--- config.mk ---
export PLATFORM = sky130hd
export DESIGN_NAME = mem_arbiter
export DESIGN_NICKNAME = d
export VERILOG_FILES = /design/src/rtl/mem_arb_pkg.sv /design/src/rtl/rr_arb2.sv /design/src/rtl/mem_arbiter.sv
export SDC_FILE = /design/constraint.sdc
export NUM_CORES = 1
export LEC_CHECK = 0
export ABC_AREA = 1
export BUFFER_PORTS_ARGS = -buffer_cell sky130_fd_sc_hd__buf_4
export CORE_MARGIN = 2
export CORE_UTILIZATION = 50
export CTS_CLUSTER_DIAMETER = 50
export DETAILED_ROUTE_END_ITERATION = 10
export PLACE_DENSITY_LB_ADDON = 0.3
export SETUP_SLACK_MARGIN = 0.1
export SYNTH_ARGS = -nofsm -noshare
export SYNTH_HDL_FRONTEND = slang
export SYNTH_SLANG_ARGS = --single-unit
export TNS_END_PERCENT = 30
--- constraint.sdc ---
create_clock -name clk -period 2.7 [get_ports clk]
set_input_delay 0.135 -clock clk [delete_from_list [all_inputs] [get_ports clk]]
set_output_delay 0.135 -clock clk [all_outputs]
set_load 0.01 [all_outputs]
--- src/rtl/mem_arb_pkg.sv ---
// rtl/mem_arb_pkg.sv - shared types and constants for the memory arbiter
// Contents: state_t (arbiter FSM states), req_id_t (requester identity),
//           CNT_W (width of the response wait counter).
package mem_arb_pkg;

    localparam int CNT_W = 16;

    typedef enum logic [1:0] {
        IDLE     = 2'd0,
        ISSUE    = 2'd1,
        WAIT_RSP = 2'd2
    } state_t;

    typedef enum logic {
        REQ_I = 1'b0,
        REQ_D = 1'b1
    } req_id_t;

endpackage

--- src/rtl/rr_arb2.sv ---
// rtl/rr_arb2.sv - two-input round-robin grant selection
// Ports:
//   req   in  [1:0]  request lines, bit 0 = instruction side, bit 1 = data side
//   last  in         requester granted most recently
//   grant out        requester to grant (only meaningful when |req)
module rr_arb2
    import mem_arb_pkg::*;
(
    input  logic [1:0] req,
    input  req_id_t    last,
    output req_id_t    grant
);

    // Data wins when it is alone, or when both ask and inst went last.
    always_comb begin
        grant = REQ_I;
        if (req[1] && (!req[0] || last == REQ_I)) begin
            grant = REQ_D;
        end
    end

endmodule

--- src/rtl/mem_arbiter.sv ---
// rtl/mem_arbiter.sv - arbitrates instruction and data requesters onto one memory port
// Parameters: ADDR_W address width, DATA_W data width, TIMEOUT response wait limit.
// Ports:
//   clk, reset (async, active low)
//   i_req/i_addr                         instruction-side read request
//   d_req/d_addr/d_we/d_wdata            data-side read/write request
//   i_req_ack/d_req_ack                  one-cycle request-accepted pulses
//   i_rsp/i_rdata, d_rsp/d_rdata         one-cycle responses with read data
//   err                                  one-cycle timeout pulse
//   mem_req/mem_addr/mem_we/mem_wdata    shared memory request
//   mem_req_ack/mem_rsp/mem_rdata        memory accept, response, read data
module mem_arbiter
    import mem_arb_pkg::*;
#(
    parameter int ADDR_W  = 32,
    parameter int DATA_W  = 32,
    parameter int TIMEOUT = 255
) (
    input  logic              clk,
    input  logic              reset,
    input  logic              i_req,
    input  logic [ADDR_W-1:0] i_addr,
    input  logic              d_req,
    input  logic [ADDR_W-1:0] d_addr,
    input  logic              d_we,
    input  logic [DATA_W-1:0] d_wdata,
    output logic              i_req_ack,
    output logic              d_req_ack,
    output logic              i_rsp,
    output logic              d_rsp,
    output logic [DATA_W-1:0] i_rdata,
    output logic [DATA_W-1:0] d_rdata,
    output logic              err,
    output logic              mem_req,
    output logic [ADDR_W-1:0] mem_addr,
    output logic              mem_we,
    output logic [DATA_W-1:0] mem_wdata,
    input  logic              mem_req_ack,
    input  logic              mem_rsp,
    input  logic [DATA_W-1:0] mem_rdata
);

    state_t           state, state_nxt;
    req_id_t          last, grant, gid;
    logic [CNT_W-1:0] cnt;
    logic             grant_now;
    logic             complete;
    logic             timed_out;

    rr_arb2 u_rr (
        .req   ({d_req, i_req}),
        .last  (last),
        .grant (grant)
    );

    // The counter reads TIMEOUT-1 during the last permitted wait cycle, so
    // the wait lasts exactly TIMEOUT cycles before the error is raised.
    always_comb begin
        grant_now = (state == IDLE) && (i_req || d_req);
        complete  = ((state == ISSUE) && mem_req_ack && mem_rsp) ||
                    ((state == WAIT_RSP) && mem_rsp);
        timed_out = (state == WAIT_RSP) && !mem_rsp &&
                    (cnt == CNT_W'(TIMEOUT - 1));
    end

    always_comb begin
        state_nxt = state;
        unique case (state)
            IDLE:     if (grant_now) state_nxt = ISSUE;
            ISSUE:    if (mem_req_ack) state_nxt = mem_rsp ? IDLE : WAIT_RSP;
            WAIT_RSP: if (mem_rsp || timed_out) state_nxt = IDLE;
            default:  state_nxt = IDLE;
        endcase
    end

    always_ff @(posedge clk or negedge reset) begin
        if (!reset) begin
            state <= IDLE;
        end else begin
            state <= state_nxt;
        end
    end

    always_ff @(posedge clk or negedge reset) begin
        if (!reset) begin
            last      <= REQ_I;
            gid       <= REQ_I;
            cnt       <= '0;
            mem_addr  <= '0;
            mem_we    <= 1'b0;
            mem_wdata <= '0;
            i_req_ack <= 1'b0;
            d_req_ack <= 1'b0;
            i_rsp     <= 1'b0;
            d_rsp     <= 1'b0;
            i_rdata   <= '0;
            d_rdata   <= '0;
            err       <= 1'b0;
        end else begin
            if (grant_now) begin
                gid       <= grant;
                last      <= grant;
                mem_addr  <= (grant == REQ_D) ? d_addr : i_addr;
                mem_we    <= (grant == REQ_D) ? d_we : 1'b0;
                mem_wdata <= (grant == REQ_D) ? d_wdata : '0;
            end

            if (state == ISSUE && mem_req_ack && !mem_rsp) begin
                cnt <= '0;
            end else if (state == WAIT_RSP) begin
                cnt <= cnt + 1'b1;
            end

            i_req_ack <= grant_now && (grant == REQ_I);
            d_req_ack <= grant_now && (grant == REQ_D);
            i_rsp     <= (complete || timed_out) && (gid == REQ_I);
            d_rsp     <= (complete || timed_out) && (gid == REQ_D);
            // rdata is zero except alongside a real completion.
            i_rdata   <= (complete && gid == REQ_I) ? mem_rdata : '0;
            d_rdata   <= (complete && gid == REQ_D) ? mem_rdata : '0;
            err       <= timed_out;
        end
    end

    assign mem_req = (state == ISSUE);

endmodule

==> out/qor.yml <==
power_density_nw_per_um2: 897
ys_warn_count: 0
ir_worst_vdd_mv: 0.598
synth_nets: 792
clock_latency_ns: 0.42
core_area_um2: 11500
rsz0062_at_grt: "false"
gr-total-overflow: 0
final_cell_mix: "buf_4, nand2_1, dfrtp_1, dlygate4sd3_1, nor2_1"
cts_root_buffer: "clkbuf_16"
seq_area_frac_synth_pct: 64.4
syn-cell-area_um2: 5940
hold_viol: 0
syn_to_final_growth_pct: 67.4
cts_tree: "built"
wl_mm: 22.0
hp-start: "d_req"
avgSynthCellArea_um2: 9.08
min_period_ns: 2.33
ios: 270
maxCapViolCount: 0
holdPathEnd: "d_req_ack$_DFF_PN0_"
cts_buffer_depth: 2
use_met1_pct: 39.3
start_util_pct: 51.6
die_w_um: 113
die_area_um2: 12800
cts.sink_count: 153
antenna_found_initial: 1
vias_per_cell: 5.09
status: "finished, violations left"
postSynthCellCount: 655
drive_gt1_share_pct: 29.6
htree_levels: 4
grt.met2_usage_pct: 62.3
final_common_cell: "buf_4"
grt_max_degree: 71
hold_class: "in -> reg"
rows: 39
arrival_ns: 2.68
fin_crit_sh_pct: 86.2
path_class: "reg -> reg"
ys_seq_elements: 153
cp-end-kind: "register"
dr.pass1.iters: 8
wl_per_cell_um: 18.1
dpl.hpwl_mm: 11.8
r2r.worst_path.cells: 7
fmax_mhz: 430
setup_viol: 0
grt_pass1_wl_mm: 33.9
ff2ff_setup_slack_ns: 0.37
final_antenna_net_count: 0
routabilityCongestion: 0.877
drc_errors: 20
cts_buffers: 17
vias: 6176
grt_pass1_vias: 6507
max_slew_margin_pct: 57.8
path_max_fanout: 55
cp-start-kind: "register"
worst_pin_slew_ns: 0.631
top_usage_layer: "met2"
p_leak_nw: 5.51
min_path_cells: 3
layout.nets: 1194
portBuffers: 269
fp.dieH_um: 113
skew_ns: 0.0145
tns_ns: 0
synth_cell_types: 23
clkSlewWorstSetupHoldPaths_ns: 0.07
r2r-start: "state[0]$_DFFE_PN0P_"
hold_ws_ns: 0.132
worstPathRequired_ns: 3.05
dr.first_iter.drc_count: 592
cts_resized: 0
fin_util_pct: 86.4
reg2reg_to: "mem_addr[16]$_DFFE_PN0N_"
track_usage_pct: 34.8
violations: "design-rule violations"
slew_violations: 0
grtUsageMet3_pct: 7.28
layer usage:
layer | up-vias | share of wire [%] | wire (um)
li1 | 2790 | - | -
met1 | 2982 | 35 | 7720
met2 | 332 | 53 | 11500
met3 | 72 | 7.5 | 1660
met4 | 0 | 4.8 | 1060
met5 | - | 0 | 0
metrics by stage:
stage	std cells	setup slack (ns)	instance area (um2)	total power, mW
after global placement	1049	1.03	8060	5.83
final	1214	0.373	9950	8.93
after detailed placement	1049	0.959	8060	5.91
after global routing	1214	0.284	9950	9.33
after CTS	1213	0.491	9950	8.72
after floorplan	655	1.44	5940	4.48
synth_stat cells (all sizes together):
master  instances  area, um2
nand2         242        926
clkbuf          6       22.5
o211ai          1       12.5
inv            63        236
nor2           96        363
nand4           4       25.0
buf            18        144
ha              2       25.0
nor3            2       10.0
o21ai           8       43.8
nand3b          1       7.51
nor4            1       6.26
dfrtp         153       3830
a21oi          13       68.8
nand3          45        225
power breakdown:
part           switching [mW]  leakage (nW)  internal (mW)
combinational            1.67          3.19           1.65
clock                    1.03         0.273           1.29
sequential              0.395          2.04           2.90
total                    3.09          5.51           5.83
sequential cells by signal (all words and copies together) (netlist names):
signal	count
cnt	16
mem_we	1
mem_wdata	32
err	1
d_rdata	32
mem_addr	32
i_rdata	32
d_rsp	1
d_req_ack	1
i_rsp	1
i_req_ack	1
state	2
gid	1
worst max path at each step:
stage                    startpoint                        to  slack [ns]  cells after the start
3_3_place_gp   state[1]$_DFFE_PN0P_        cnt[1]$_DFFE_PN0P_        1.03                      8
6_report       state[0]$_DFFE_PN0P_  mem_addr[16]$_DFFE_PN0N_        0.37                      7
2_1_floorplan  state[1]$_DFFE_PN0P_        cnt[1]$_DFFE_PN0P_        1.44                      8
5_1_grt        state[1]$_DFFE_PN0P_  mem_addr[19]$_DFFE_PN0N_        0.28                      7
3_5_place_dp   state[1]$_DFFE_PN0P_        cnt[1]$_DFFE_PN0P_        0.96                      8
4_1_cts        state[0]$_DFFE_PN0P_  mem_addr[20]$_DFFE_PN0N_        0.49                      7
cell type report:
| class | count | area [um2] |
|---|---|---|
| Sequential cell | 153 | 3830 |
| Multi-Input combinational cell | 415 | 1730 |
| Clock inverter | 15 | 140 |
| Inverter | 63 | 236 |
| Timing Repair Buffer | 407 | 3410 |
| Clock buffer | 17 | 425 |
| Fill cell | 548 | 1560 |
| Tap cell | 143 | 179 |
| Antenna cell | 1 | 2.50 |
cells by family (layout without fill, tap and decap cells):
group | Yosys count | in the layout | synth area share, %
simple gates | 391 | 391 | 26.3
flops | 153 | 153 | 64.4
buf+inv | 87 | 502 | 6.78
compound gates | 22 | 22 | 2.10
fa+ha+maj | 2 | 2 | 0.421
other cells | 0 | 1 | 0
critical path, stage by stage (launching register included):
cell and delay, ns:
dfrtp_1 0.39, inv_2 0.10, o211ai_4 0.23, nor2_4 0.38, buf_12 0.30, nand2_1 0.12
nand3_1 0.13, dlygate4sd3_1 0.59
repair_timing:
item,4_1_cts,5_1_grt
hold endpoints to repair,189,0
hold buffers,132,0
setup buffers,0,0
Power figures use the tool's default switching activity.
